===== src/rtl/dmac_pkg.sv =====
// rtl/dmac_pkg.sv - shared AXI constants and write-engine state type for the DMA channel
package dmac_pkg;

  localparam logic [1:0] BURST_INCR  = 2'b01;
  localparam logic [1:0] RESP_OKAY   = 2'b00;
  localparam logic [1:0] RESP_SLVERR = 2'b10;

  typedef enum logic [2:0] {
    IDLE,
    WAIT_DATA,
    ADDR,
    DATA,
    DRAIN
  } wr_state_e;

endpackage


===== src/rtl/dmac_wr_outstanding_ctr.sv =====
// rtl/dmac_wr_outstanding_ctr.sv - count of AW bursts still waiting for their B response
module dmac_wr_outstanding_ctr
  import dmac_pkg::*;
#(
  parameter int MAX_OUTSTANDING = 4,
  parameter int CNT_WD          = $clog2(MAX_OUTSTANDING + 1)
) (
  input  logic              clk,
  input  logic              rst,
  input  logic              inc,
  input  logic              dec,
  output logic [CNT_WD-1:0] count,
  output logic              full,
  output logic              zero
);

  always_ff @(posedge clk or posedge rst) begin
    if (rst) begin
      count <= '0;
    end else if (inc && !dec) begin
      count <= count + CNT_WD'(1);
    end else if (dec && !inc && count != '0) begin
      count <= count - CNT_WD'(1);
    end
  end

  assign full = (count == CNT_WD'(MAX_OUTSTANDING));
  assign zero = (count == '0);

  // A B response with nothing outstanding is a slave protocol violation; the count holds at zero.
  no_underflow: assert property (@(posedge clk) disable iff (rst) !(dec && count == '0));

endmodule


===== src/rtl/dmac_axi_wr_engine.sv =====
// rtl/dmac_axi_wr_engine.sv - drains the channel buffer into AXI4 INCR write bursts
module dmac_axi_wr_engine
  import dmac_pkg::*;
#(
  parameter int ADDR_WD         = 32,
  parameter int DATA_WD         = 32,
  parameter int MAX_BURST_LEN   = 16,
  parameter int LEN_WD          = 16,
  parameter int MAX_OUTSTANDING = 4
) (
  input  logic                              clk,
  input  logic                              rst,
  input  logic                              cmd_valid,
  output logic                              cmd_ready,
  input  logic [ADDR_WD-1:0]                cmd_addr,
  input  logic [LEN_WD-1:0]                 cmd_len,
  output logic                              done_valid,
  output logic                              done_err,
  input  logic [$clog2(MAX_BURST_LEN)+1:0]  buf_usage,
  output logic                              dec_usage_valid,
  output logic [$clog2(MAX_BURST_LEN)+1:0]  dec_usage_count,
  input  logic                              buf_rd_valid,
  output logic                              buf_rd_ready,
  input  logic [DATA_WD-1:0]                buf_rd_data,
  output logic                              m_awvalid,
  input  logic                              m_awready,
  output logic [ADDR_WD-1:0]                m_awaddr,
  output logic [7:0]                        m_awlen,
  output logic [2:0]                        m_awsize,
  output logic [1:0]                        m_awburst,
  output logic                              m_wvalid,
  input  logic                              m_wready,
  output logic [DATA_WD-1:0]                m_wdata,
  output logic [DATA_WD/8-1:0]              m_wstrb,
  output logic                              m_wlast,
  input  logic                              m_bvalid,
  output logic                              m_bready,
  input  logic [1:0]                        m_bresp
);

  localparam int USAGE_WD = $clog2(MAX_BURST_LEN) + 2;
  localparam int SIZE     = $clog2(DATA_WD / 8);
  localparam int CNT_WD   = $clog2(MAX_OUTSTANDING + 1);
  localparam logic [USAGE_WD-1:0] MAX_BEATS = USAGE_WD'(MAX_BURST_LEN);
  localparam logic [LEN_WD-1:0]   MAX_LEN   = LEN_WD'(MAX_BURST_LEN);

  wr_state_e             state;
  logic [ADDR_WD-1:0]    addr;
  logic [LEN_WD-1:0]     remaining;
  logic [USAGE_WD-1:0]   burst_beats;
  logic [USAGE_WD-1:0]   beat_cnt;
  logic [USAGE_WD-1:0]   next_beats;
  logic [7:0]            awlen;
  logic                  awvalid;
  logic                  err;
  logic                  done_valid_r;
  logic                  done_err_r;
  logic [CNT_WD-1:0]     outstanding;
  logic                  ost_full;
  logic                  ost_zero;
  logic                  aw_hs;
  logic                  w_hs;
  logic                  b_hs;
  logic                  b_err;
  logic                  last_beat;
  logic                  drain_clear;

  assign next_beats  = (remaining >= MAX_LEN) ? MAX_BEATS : USAGE_WD'(remaining);
  assign aw_hs       = awvalid && m_awready;
  assign w_hs        = (state == DATA) && buf_rd_valid && m_wready;
  assign b_hs        = m_bvalid && m_bready;
  assign b_err       = b_hs && (m_bresp != RESP_OKAY);
  assign last_beat   = (beat_cnt == burst_beats - USAGE_WD'(1));
  // The final B may land in the same cycle the drain check is made.
  assign drain_clear = ost_zero || ((outstanding == CNT_WD'(1)) && b_hs);

  dmac_wr_outstanding_ctr #(
    .MAX_OUTSTANDING (MAX_OUTSTANDING),
    .CNT_WD          (CNT_WD)
  ) u_outstanding (
    .clk   (clk),
    .rst   (rst),
    .inc   (aw_hs),
    .dec   (b_hs),
    .count (outstanding),
    .full  (ost_full),
    .zero  (ost_zero)
  );

  always_ff @(posedge clk or posedge rst) begin
    if (rst) begin
      state        <= IDLE;
      addr         <= '0;
      remaining    <= '0;
      burst_beats  <= '0;
      beat_cnt     <= '0;
      awlen        <= '0;
      awvalid      <= 1'b0;
      err          <= 1'b0;
      done_valid_r <= 1'b0;
      done_err_r   <= 1'b0;
    end else begin
      done_valid_r <= 1'b0;
      done_err_r   <= 1'b0;
      if (b_err) begin
        err <= 1'b1;
      end
      case (state)
        IDLE: begin
          if (cmd_valid) begin
            addr      <= cmd_addr;
            remaining <= cmd_len;
            err       <= 1'b0;
            state     <= (cmd_len == '0) ? DRAIN : WAIT_DATA;
          end
        end
        WAIT_DATA: begin
          // Only launch an address once the whole burst is already sitting in the buffer.
          if (buf_usage >= next_beats && !ost_full) begin
            burst_beats <= next_beats;
            awlen       <= 8'(next_beats - USAGE_WD'(1));
            awvalid     <= 1'b1;
            state       <= ADDR;
          end
        end
        ADDR: begin
          if (m_awready) begin
            awvalid   <= 1'b0;
            addr      <= addr + (ADDR_WD'(burst_beats) << SIZE);
            remaining <= remaining - LEN_WD'(burst_beats);
            beat_cnt  <= '0;
            state     <= DATA;
          end
        end
        DATA: begin
          if (w_hs) begin
            if (last_beat) begin
              state <= (remaining != '0) ? WAIT_DATA : DRAIN;
            end else begin
              beat_cnt <= beat_cnt + USAGE_WD'(1);
            end
          end
        end
        DRAIN: begin
          if (drain_clear) begin
            done_valid_r <= 1'b1;
            done_err_r   <= err || b_err;
            state        <= IDLE;
          end
        end
        default: state <= IDLE;
      endcase
    end
  end

  assign cmd_ready       = (state == IDLE) && !rst;
  assign done_valid      = done_valid_r;
  assign done_err        = done_err_r;
  assign dec_usage_valid = aw_hs;
  assign dec_usage_count = aw_hs ? burst_beats : '0;

  assign m_awvalid = awvalid;
  assign m_awaddr  = addr;
  assign m_awlen   = awlen;
  assign m_awsize  = rst ? 3'd0 : 3'(SIZE);
  assign m_awburst = rst ? 2'b00 : BURST_INCR;

  assign m_wvalid     = (state == DATA) && buf_rd_valid;
  assign buf_rd_ready = (state == DATA) && m_wready;
  assign m_wdata      = (state == DATA) ? buf_rd_data : '0;
  assign m_wlast      = (state == DATA) && last_beat;
  assign m_wstrb      = rst ? '0 : '1;
  assign m_bready     = !rst;

endmodule


===== config.mk =====
export PLATFORM = sky130hd
export DESIGN_NAME = dmac_axi_wr_engine
export DESIGN_NICKNAME = d
export VERILOG_FILES = /design/src/rtl/dmac_pkg.sv /design/src/rtl/dmac_wr_outstanding_ctr.sv /design/src/rtl/dmac_axi_wr_engine.sv
export SDC_FILE = /design/constraint.sdc
export NUM_CORES = 1
export LEC_CHECK = 0
export ABC_AREA = 1
export BUFFER_PORTS_ARGS = -buffer_cell sky130_fd_sc_hd__buf_2
export CAP_MARGIN = 20
export CORE_ASPECT_RATIO = 1.5
export CORE_UTILIZATION = 45
export CTS_BUF_LIST = sky130_fd_sc_hd__clkbuf_8
export DETAILED_ROUTE_END_ITERATION = 10
export PLACE_DENSITY = 0.77
export RECOVER_POWER = 100
export REMOVE_ABC_BUFFERS = 1
export SYNTH_ARGS = -nofsm -noshare
export SYNTH_HDL_FRONTEND = slang
export SYNTH_SLANG_ARGS = --single-unit

===== constraint.sdc =====
create_clock -name clk -period 5.7 [get_ports clk]
set_clock_uncertainty 0.15 [all_clocks]
set_input_delay 0 -clock clk [delete_from_list [all_inputs] [get_ports clk]]
set_output_delay 0 -clock clk [all_outputs]
set_load 0.005 [all_outputs]

# [Word level (Yosys, flattened, before mapping)]
# Index checks and enable logic that the tools add are counted.
[classes] magnitude_cmp=2 n_mux=37 n_eq_ne=14 addsub=7 n_reduce_logical=34
[ops] operator="$mux W32" count=3
[ops] operator="$pmux W32 S2" count=1
[ops] operator="$add A32 B8 Y32" count=1
[ops] operator="$mux W16" count=2
[ops] operator="$pmux W16 S2" count=1
[ops] operator="$mux W3" count=10
[ops] operator="$mux W6" count=5
[ops] operator="$ge A16 B5 Y1 const B" count=1
[ops] operator="$logic_not A16 Y1" count=1
[ops] operator="$reduce_bool A16 Y1" count=1
[ops] operator="$sub A16 B6 Y16" count=1
[ops] operator="$pmux W3 S5" count=1
[ops] operator="$ne A2 B2 Y1 const B" count=7
[ops] operator="$logic_and A1 B1 Y1" count=13
[ops] operator="$pmux W6 S2" count=1
[ops] operator="$mux W1" count=10
[ops] operator="$reduce_bool A2 Y1" count=5
[ops] operator="$sub A6 B1 Y7 const B" count=1
[ops] operator="$add A6 B1 Y6 const B" count=1
[ops] operator="$eq A3 B1 Y1 const B" count=2
[ops] operator="$eq A3 B2 Y1 const B" count=2
[ops] operator="$eq A3 B3 Y1 const B" count=2
[ops] operator="$eq A6 B6 Y1" count=1
[ops] operator="$ge A6 B6 Y1" count=1
[ops] operator="other kinds (14)" count=20
[totals] inputBits=95 word_cells=105 ff_bits=78 output_inout_bits=96

# [Logic depth before layout (Yosys ltp)]
# Gate-level depths: netlist of the first run.
[logic_depth] word_depth=6 ltp_mapped=21 mapped_depth_nobuf=21

# [Hierarchy]
# A second synthesis of the first run with hierarchy kept.
[unflattened] hier_cells=904 area_unflattened_um2=5929.4
[modules_own_cells] module="dmac_axi_wr_engine" area_per_inst_um2=5730.5 cells_per_inst=875 n_inst=1 seq_area_each_um2=1851.8
[modules_own_cells] module="dmac_wr_outstanding_ctr" area_per_inst_um2=198.9 cells_per_inst=29 n_inst=1 seq_area_each_um2=75.1

# [Worst setup path after synthesis of the first run]
# OpenSTA, ideal clock, no wires.
[synth_timing] kind="input -> register" start="in rst" end="reg state[1]" slack_ns=2.659 required_ns=5.433 setup_time_ns=0.117 cell_stages=10 t_arrival_ns=2.774 cell_sequence="inv_1 nand2_1 inv_1 a31oi_1 nand4_1 nand2_1 nor2_1 nand2_1 nand2_1 nand2_1"
[synth_via] elab_chain_cells=6
[synth_lines] item="start, declared" line_no="dmac_axi_wr_engine.sv:12" text="input logic rst,"
[synth_lines] item="$logic_not A1 Y1" line_no="dmac_axi_wr_engine.sv:173" text="assign m_bready = !rst;"
[synth_lines] item="$logic_and A1 B1 Y1" line_no="dmac_axi_wr_engine.sv:71" text="assign b_hs = m_bvalid && m_bready;"
[synth_lines] item="$logic_and A1 B1 Y1" line_no="dmac_axi_wr_engine.sv:75" text="assign drain_clear = ost_zero || ((outstanding == CNT_WD'(1)) && b_hs);"
[synth_lines] item="$logic_or A1 B1 Y1" line_no="dmac_axi_wr_engine.sv:75"
[synth_lines] item="$ne A2 B2 Y1 (no source line)"
[synth_lines] item="$reduce_and A6 Y1 (no source line)"
[synth_lines] item="end signal, assigned" line_no="dmac_axi_wr_engine.sv:114" text="state <= (cmd_len == '0) ? DRAIN : WAIT_DATA;"
[synth_lines] item="end signal, assigned" line_no="dmac_axi_wr_engine.sv:138" text="state <= (remaining != '0) ? WAIT_DATA : DRAIN;"
[synth_lines] item="end, declared" line_no="dmac_axi_wr_engine.sv:47" text="wr_state_e state;"
# No other way between the ends.
# A chain may end at the register's enable or synchronous reset.

# [Worst setup path in the final report of the first run]
[layout_timing] start="reg state[2]" end="reg addr[26] (netlist: m_awaddr[26])"
[layout_via] elab_chain_cells=3 word_cells_on_any_way=7 cone_classes="eq/ne (3); mux (1); reduce/logical (3)"
[layout_lines] item="$eq A3 B2 Y1 or $logic_not A3 Y1 (tied branches)" line_no="dmac_axi_wr_engine.sv:108" text="case (state)"
[layout_lines] item="$ne A2 B2 Y1 (no source line) or $reduce_bool A2 Y1 (tied branches)"
[layout_lines] item="$reduce_and A3 Y1 (no source line)"
[layout_lines] item="end signal, assigned" line_no="dmac_axi_wr_engine.sv:111" text="addr <= cmd_addr;"
[layout_lines] item="end signal, assigned" line_no="dmac_axi_wr_engine.sv:129" text="addr <= addr + (ADDR_WD'(burst_beats) << SIZE);"
[layout_lines] item="end, declared" line_no="dmac_axi_wr_engine.sv:48" text="logic [ADDR_WD-1:0] addr;"
# Parallel ways exist; a longest one is shown, timed or not.

==> flow_summary.json, run 1 <==
{
  "violations": "capacitance limit, slew limit",
  "post_dp_cell_area_mm2": 0.00700,
  "fmax_mhz": 242,
  "vias": 6578,
  "cts_tree": "done",
  "yosys.area.top_type": "dfrtp_1",
  "grt_pass1_wl_um": 29200,
  "port_buffers": 187,
  "synth_edf_count": 0,
  "grt_pass1_vias": 6232,
  "dieArea_mm2": 0.0140,
  "num_antenna_cells": 0,
  "synth_cells": 907,
  "die_h_um": 144,
  "final_cells": 1298,
  "avgSynthCellArea_um2": 6.70,
  "cts-htree-levels": 3,
  "clk_latency_ns": 0.38,
  "setup_violations": 0,
  "root_buffer": "clkbuf_8",
  "antenna_found_initial": 0,
  "fin_crit_ns": 4.14,
  "status": "complete, but fails checks",
  "synth_area_mm2": 0.00607,
  "dpl.hpwl_um": 12900,
  "grt_remaining_overflow": 0,
  "num-nets-final": 1256,
  "cts_resized": 0,
  "fp.dieW_um": 96.9,
  "synth-seq-cells": 77,
  "period_share_pct": 72.6,
  "yosysTopAreaCellShare_pct": 31.7,
  "dp_cells": 1222,
  "power_density_mw_per_mm2": 444,
  "yosysSeqAreaShare_pct": 31.7,
  "initial_core_util_pct": 46.4,
  "crit_chain": "nor2_1, inv_1, nor2_1, clkinv_1, nor2_1, a21oi_4, inv_1, o21ai_0, inv_1, nand2_1, nand2_1, dlygate4sd3_1",
  "critPathArrivalTime_ns": 4.30,
  "grt_use_total_pct": 26.0,
  "avgViaCountPerCell": 5.07,
  "ys_warn_count": 0,
  "startpoint_type": "register",
  "drive_gt1_share_pct": 15.1,
  "routabilityCongestion": 0.974,
  "p_leak_nw": 4.09,
  "drc_errors": 0,
  "numCtsBuffers": 9,
  "num_io_pins": 191,
  "maxSlewViolCount": 105,
  "finalInstanceArea_mm2": 0.00772,
  "async_flop_share_pct": 100,
  "grt_max_degree": 75,
  "layout_setup_ws_ns": 1.56,
  "cts.clk_slew.worst_paths_ns": 0.09,
  "yosysMostFrequentCell": "nand2_1",
  "slowest_stage": "inv_1",
  "wl_per_cell_um": 14.0,
  "netlist-cell-type-count": 38,
  "crit_path_end_kind": "register",
  "synthTopCellsByArea": "dfrtp_1, nand2_1, inv_1",
  "critPathMaxFanout": 67,
  "max_cap_viol_count": 2,
  "cp_data_required_time_ns": 5.87,
  "rsz0062_at_grt": "no",
  "drt-initial-drc-count": 402,
  "slowest_delay_ns": 1.37,
  "drt_first_pass_iters": 6,
  "fin_setup_tns_ns": 0,
  "synthToLayoutAreaGrowth_pct": 27.1,
  "post-place-ws_ns": 2.83,
  "slew_headroom_pct": -22.2,
  "core_area_mm2": 0.0131,
  "tightest_slew_ns": 1.83,
  "peakVddDrop_v": 0.000388,
  "ys_dominant_reg_cell": "dfrtp_1",
  "drt_wl_total_um": 18100,
  "critical_path_class": "reg -> reg",
  "final_hold_viol_count": 0,
  "detail-route-antenna-nets": 0,
  "hp-class": "in -> reg",
  "clockBufferDepth": 2,
  "clkSinkCount": 77,
  "synth_common_cells": "nand2_1, inv_1, nor2_1, dfrtp_1, nand3_1",
  "std_cell_rows": 51
}
[registers in the layout, summed over array words and instances, names as in the netlist]
signal               flops
m_awaddr                32
remaining               16
m_awlen                  7
beat_cnt                 6
burst_beats              6
state                    3
u_outstanding.count      3
done_err                 1
done_valid               1
err                      1
m_awvalid                1
[power by group]
group / switching [mW] / leakage (nW) / internal (mW)
Sequential: 0.278 / 0.961 / 0.770
Combinational: 1.14 / 3.00 / 0.678
Clock: 0.218 / 0.134 / 0.343
Total: 1.63 / 4.09 / 1.79
[worst paths after layout]
check,end,slack [ns],cells after the start,startpoint
max,m_awaddr[26],1.56,12,state[2]
min,m_awaddr[7],0.02,4,m_awready
max reg2reg,m_awaddr[26],1.56,12,state[2]
min reg2reg,u_outstanding.count[2],0.35,1,u_outstanding.count[2]
max in group asynchronous,m_awaddr[25],3.66,4,rst
min in group asynchronous,state[1],0.45,3,rst
[metrics by stage]
step	total power, mW	hold WS (ns)	util [%]
final	3.43	0.0157	59.0
after global routing	3.73	0.0447	59.0
after CTS	3.49	0.000318	60.2
after detailed placement	2.86	-0.0374	53.5
after global placement	2.82	-0.0294	53.5
after floorplan	2.24	-0.119	-
[routing by layer]
layer,GRT usage [%],wire (µm),vias up
met4,15.1,773,0
met1,30.1,7170,2952
met2,46.0,9150,241
met3,3.38,1030,50
met5,0,0,-
li1,-,-,3335
[cell usage in the layout (no fill, tap or decap), types with 2 or more instances in the layout]
master         Yosys  layout
nand4_1           15      15
nand3_1           77      78
nor2_2             3       2
nor2_4             4       2
xor2_1            11      11
o211ai_1          11      11
inv_1            141     146
nand2_1          221     222
xnor2_1           12      12
clkbuf_1          11      59
o21bai_1           5       5
buf_2              5     128
nor2_1           102     105
nor3_1            11      13
clkbuf_8           0      10
nand2_2            9       8
o21ai_0           47      74
dfrtp_1           77      77
dlygate4sd3_1      0      61
nand3b_1           3       3
o21ai_2           12       2
a21oi_1           23      23
a31oi_1            6       6
bufinv_16          0       4
conb_1             2       4
fa_1               2       2
o22ai_1            4       4
ha_1              24      24
nor4_1             6       6
or2_2              9       9
buf_4             12       2
o21ai_1           20       3
[critical path, delay by kind of cell (launching register included)]
kind	cells	cell delay, ns
AOI/OAI and AO/OA	2	0.48
DFF	1	0.43
buffers and inverters	5	2.25
and+or+nand+nor	5	0.73
[cells by family (layout without fill, tap and decap cells)]
| family | count (synthesis) | after routing | synth area share (%) |
|---|---|---|---|
| simple gates | 464 | 464 | 33.4 |
| other cells | 2 | 4 | 0.124 |
| compound gates | 132 | 132 | 12.9 |
| buf+inv | 183 | 413 | 12.9 |
| fa+ha+maj | 26 | 26 | 5.60 |
| flops | 77 | 77 | 31.7 |
| xor+xnor | 23 | 23 | 3.32 |
[cell type report]
type / instances / area, µm²
clock buffer: 10 / 138
clock inverter: 5 / 124
fill: 1290 / 5360
inverter: 148 / 557
multi-input combinational: 649 / 3290
sequential: 77 / 1930
tap: 159 / 199
timing repair buffer: 250 / 1490
[what timing repair did]
action / in CTS / in global routing
hold buffers: 61 / 0
buffers inserted: 0 / 0
endpoints found under the hold margin: 86 / 0
setup endpoints to repair: 0 / 0
Note: power is estimated with default switching activity, not from simulation.
==> run 2, diff against run 1 <==
--- a/config.mk
+++ b/config.mk
@@ -12,7 +12,7 @@
 export CORE_UTILIZATION = 45
 export CTS_BUF_LIST = sky130_fd_sc_hd__clkbuf_8
 export DETAILED_ROUTE_END_ITERATION = 10
-export PLACE_DENSITY = 0.77
+export PLACE_DENSITY = 0.8
 export RECOVER_POWER = 100
 export REMOVE_ABC_BUFFERS = 1
 export SYNTH_ARGS = -nofsm -noshare
==> constraint.sdc (replaced) <==
create_clock -name clk -period 3.64 [get_ports clk]
set_clock_uncertainty 0.15 [all_clocks]
set_input_delay 0 -clock clk [delete_from_list [all_inputs] [get_ports clk]]
set_output_delay 0 -clock clk [all_outputs]
set_load 0.005 [all_outputs]
==> run 2 against run 1 <==
Against the previous run:
- the run ends with hold timing left
- combinational power grew 57%
- critical path depth down 1
- clock power rose by 44%
- non-clock buffer count decreased by 1
- sequential share of layout area is 0.13 points higher
- wire length down 0.18%
- cell count stayed put
- worst setup slack worse by 1.0 ns
- sequential power up 54%
- first-iteration DRC count shrank 23%
- design area is 0.53% lower
- power is 54% higher
- critical endpoint is now m_awaddr[23]
- largest cell class unchanged
==> flow_summary.json, run 2 (synthesis gave the netlist of run 1 again) <==
{
  "status": "complete, but fails checks",
  "violations": "hold timing",
  "tightest_slew_ns": 1.44,
  "num_io_pins": 191,
  "antenna_found_initial": 0,
  "final_hold_viol_count": 1,
  "rsz0062_at_grt": "no",
  "dpl.hpwl_um": 13000,
  "drt_first_pass_iters": 5,
  "numCtsBuffers": 9,
  "cpLargestDelayFamily": "buffers and inverters",
  "drt_wl_total_um": 18100,
  "critical_path.n_buffers_inverters": 4,
  "synthToLayoutAreaGrowth_pct": 26.5,
  "setup_violations": 0,
  "period_share_pct": 85.6,
  "power_density_mw_per_mm2": 688,
  "power_mw": 5.28,
  "fmax_mhz": 321,
  "detail-route-antenna-nets": 0,
  "layout_setup_ws_ns": 0.524,
  "slowest_delay_ns": 0.69,
  "grt_remaining_overflow": 0,
  "vias": 6711,
  "grt_max_degree": 75,
  "port_buffers": 187,
  "slowest_stage": "inv_1",
  "finalInstanceArea_mm2": 0.00768,
  "cts.clk_slew.worst_paths_ns": 0.08,
  "layout_common_cells": "nand2_1, inv_1, buf_2, nor2_1",
  "fin_crit_ns": 3.12,
  "initial_core_util_pct": 46.4,
  "num_antenna_cells": 0,
  "grt_pass1_vias": 6369,
  "drt-initial-drc-count": 310,
  "fp.dieW_um": 96.9,
  "die_h_um": 144,
  "hp-class": "in -> reg",
  "post_dp_cell_area_mm2": 0.00703,
  "startpoint_type": "register",
  "core_area_mm2": 0.0131,
  "cts_resized": 0,
  "drive_gt1_share_pct": 14.9,
  "clkSinkCount": 77,
  "root_buffer": "clkbuf_8",
  "largest_register_ffs": 32,
  "p_leak_nw": 4.09,
  "drc_errors": 0,
  "maxSlewViolCount": 0,
  "grt_pass1_wl_um": 29000,
  "hold_ws_ns": -0.000733,
  "critPathArrivalTime_ns": 3.28,
  "critPathMaxFanout": 32,
  "fill_cells": 1290,
  "peakVddDrop_v": 0.000658,
  "num-nets-final": 1255,
  "clk_latency_ns": 0.37,
  "cts_tree": "done",
  "routabilityCongestion": 0.952,
  "dieArea_mm2": 0.0140,
  "fin_setup_tns_ns": 0,
  "wl_per_cell_um": 13.9,
  "crit_chain": "nor2_1, inv_1, nor2_1, inv_2, nor2_4, a21oi_4, inv_1, clkbuf_1, o21ai_0, o21bai_1, nand2_1",
  "cts-htree-levels": 3,
  "final_common_cell": "nand2_1",
  "grt_use_total_pct": 25.7,
  "clockBufferDepth": 2,
  "max_cap_viol_count": 0,
  "slew_headroom_pct": 4.22,
  "std_cell_rows": 51,
  "avgViaCountPerCell": 5.17,
  "cp_data_required_time_ns": 3.81,
  "post-place-ws_ns": 0.866,
  "crit_path_end_kind": "register",
  "critical_path_class": "reg -> reg"
}
run 2: area by class of cell:
class | instances | area (µm²) | area share [%]
multi-input cells | 649 | 3300 | 42.9
flip-flops and latches | 77 | 1930 | 25.1
repair buffers | 249 | 1460 | 19.0
inverters | 148 | 557 | 7.25
well taps | 159 | 199 | 2.59
clock buffers | 10 | 138 | 1.79
clock inverters | 6 | 103 | 1.34
run 2: tightest hold or removal path, cell delays in order:
cell	delay [ns]
buf_2	0.09
nand2_1	0.12
nand3_1	0.08
o21ai_0	0.10
xor2_1	0.08
run 2: path summary, 6_finish.rpt:
check | from | to | slack (ns) | depth (start not counted)
setup / recovery | state[2] | m_awaddr[23] | 0.52 | 11
hold / removal | m_bvalid | u_outstanding.count[2] | -0.0007 | 5
setup reg to reg | state[2] | m_awaddr[23] | 0.52 | 11
hold reg to reg | m_awlen[5] | m_awlen[5] | 0.34 | 2
max in group asynchronous | rst | m_awaddr[29] | 1.55 | 4
min in group asynchronous | rst | done_valid | 0.03 | 3
run 2: metal layers:
metal	part of all wire (%)	wire length, µm	global-route usage (%)	vias to the layer above
li1	-	-	-	3331
met4	3.0	541	12.3	0
met1	39	7130	29.3	3087
met2	52	9410	47.8	252
met3	5.6	1010	2.80	41
met5	0	0	0	-
run 2: power breakdown:
part | internal (mW) | switching, mW | total [mW]
combinational | 1.04 | 1.81 | 2.85
clock | 0.469 | 0.340 | 0.808
sequential | 1.20 | 0.416 | 1.62
run 2: timing repair:
action,in CTS,in global routing
hold buffers,57,0
setup buffers,0,0
hold endpoints to repair,76,0
run 2: stage by stage:
stage / util (%) / hold WS [ns] / std cells
after global routing: 58.7 / 0.0744 / 1298
after floorplan: - / -0.119 / 874
after global placement: 53.7 / -0.103 / 1225
after CTS: 59.9 / 0.00182 / 1298
final: 58.7 / -0.000733 / 1298
after detailed placement: 53.7 / -0.0949 / 1225
==> run 3, diff against run 2 <==
--- a/config.mk
+++ b/config.mk
@@ -9,10 +9,10 @@
 export BUFFER_PORTS_ARGS = -buffer_cell sky130_fd_sc_hd__buf_2
 export CAP_MARGIN = 20
 export CORE_ASPECT_RATIO = 1.5
-export CORE_UTILIZATION = 45
+export CORE_UTILIZATION = 48
 export CTS_BUF_LIST = sky130_fd_sc_hd__clkbuf_8
 export DETAILED_ROUTE_END_ITERATION = 10
-export PLACE_DENSITY = 0.8
+export PLACE_DENSITY = 0.84
 export RECOVER_POWER = 100
 export REMOVE_ABC_BUFFERS = 1
 export SYNTH_ARGS = -nofsm -noshare
==> run 3 against run 2 <==
Against the previous run:
- the run now ends clean
- worst setup slack better by 0.097 ns
- largest cell class unchanged
- critical path depth fell by 4
- clock-buffer cell count unchanged
- cell count down 0.31%
- non-clock buffer count rose by 1
- core utilization rose by 3.0 points
==> flow_summary.json, run 3 (synthesis gave the netlist of run 1 again) <==
{
  "status": "finished, final reports clean",
  "clkSinkCount": 77,
  "cts_tree": "done",
  "cts_setup_buffers": 0,
  "detail-route-antenna-nets": 0,
  "num_io_pins": 191,
  "hold_start": "m_awready",
  "p_leak_nw": 4.09,
  "rsz0062_at_grt": "no",
  "startpoint_type": "register",
  "dp_cells": 1222,
  "fp.dieW_um": 93.8,
  "slew_headroom_pct": 6.59,
  "drt_wl_total_um": 17800,
  "grt_pass1_wl_um": 28500,
  "slowest_delay_ns": 0.86,
  "wl_per_cell_um": 13.7,
  "peakVddDrop_v": 0.000587,
  "dieArea_mm2": 0.0131,
  "period_share_pct": 83.0,
  "cpLargestDelayFamily": "compound AO/OA/AOI/OAI gates",
  "grt_remaining_overflow": 0,
  "final_cells": 1294,
  "clockBufferDepth": 2,
  "tightest_slew_ns": 1.40,
  "grt_max_degree": 75,
  "std_cell_rows": 50,
  "layout_common_cells": "nand2_1, inv_1, buf_2, nor2_1",
  "cts-htree-levels": 3,
  "num_antenna_cells": 0,
  "cp_data_required_time_ns": 3.75,
  "max_cap_viol_count": 0,
  "grt_use_total_pct": 27.4,
  "drive_gt1_share_pct": 15.6,
  "synthToLayoutAreaGrowth_pct": 25.9,
  "core_area_mm2": 0.0124,
  "final_hold_viol_count": 0,
  "root_buffer": "clkbuf_8",
  "die_h_um": 140,
  "cp-startpoint": "state[1]",
  "clk_latency_ns": 0.37,
  "grt_pass1_vias": 6280,
  "r2r-start": "state[1]",
  "crit_chain": "inv_1, nor3_1, inv_1, o21ai_0, nand2_2, nand2_1, nand2_1",
  "critical_path.n_buffers_inverters": 2,
  "power_density_mw_per_mm2": 670,
  "hp-class": "in -> reg",
  "port_buffers": 187,
  "multi_input_area_mm2": 0.00330,
  "critPathArrivalTime_ns": 3.13,
  "largest_register_ffs": 32,
  "setup_violations": 0,
  "dpl.hpwl_um": 12700,
  "vias": 6754,
  "drt_first_pass_iters": 5,
  "fin_setup_tns_ns": 0,
  "routabilityCongestion": 0.948,
  "cts.clk_slew.worst_paths_ns": 0.08,
  "critPathMaxFanout": 43,
  "crit_path_end_kind": "register",
  "numCtsBuffers": 9,
  "critical_path_class": "reg -> reg",
  "antenna_found_initial": 0,
  "fill_cells": 1187,
  "initial_core_util_pct": 49.0,
  "slowest_stage": "o21ai_0",
  "register_area_mm2": 0.00193,
  "avgViaCountPerCell": 5.22,
  "final_common_cell": "nand2_1",
  "maxSlewViolCount": 0,
  "fmax_mhz": 331,
  "drt-initial-drc-count": 371,
  "cts_resized": 0,
  "drc_errors": 0,
  "fin_crit_ns": 3.02,
  "num-nets-final": 1256
}
[run 3: path summary, 6_finish.rpt]
path,end,slack [ns],cells past startpoint
max,beat_cnt[3],0.62,7
min,state[1],0.03,7
max reg2reg,beat_cnt[3],0.62,7
min reg2reg,m_awlen[0],0.35,2
max in group asynchronous,m_awaddr[25],1.57,4
min in group asynchronous,done_valid,0.05,3
[run 3: power breakdown]
part / internal [mW] / switching [mW] / total (mW)
logic: 1.05 / 1.79 / 2.84
clock network: 0.322 / 0.323 / 0.645
registers: 1.20 / 0.425 / 1.63
total: 2.58 / 2.54 / 5.12
[run 3: what timing repair did]
action	4_1_cts	5_1_grt
endpoints found under the hold margin	77	0
hold buffers	58	0
endpoints found under the setup margin	0	0
[run 3: final cells by class]
cell class	count	area share [%]
clock buffer	10	1.80
clock inverter	4	0.557
inverter	148	7.28
multi-input combinational	649	43.2
sequential	77	25.2
tap	156	2.55
timing repair buffer	250	19.4
[run 3: tightest hold or removal path: stages]
cell	delay (ns)
buf_2	0.13
inv_1	0.05
nand2_1	0.07
o21ai_0	0.08
inv_1	0.04
nand2_1	0.07
nand2_1	0.06
[run 3: through the flow]
step	instance area, µm²	power, mW	utilization (%)	hold slack [ns]	setup slack, ns
after floorplan	5850	3.50	-	-0.119	0.505
after global placement	7020	4.42	56.7	-0.100	0.952
after detailed placement	7020	4.49	56.7	-0.0899	0.846
after CTS	7780	5.21	62.8	0.0125	0.830
after global routing	7640	5.59	61.7	0.0687	0.307
final	7640	5.12	61.7	0.0346	0.620
[run 3: routing by layer]
metal,vias up,wire [µm],GRT usage (%)
met5,-,0,0
met4,0,549,12.0
met3,44,1040,4.81
met2,244,9070,47.9
met1,3147,7120,32.3
li1,3319,-,-
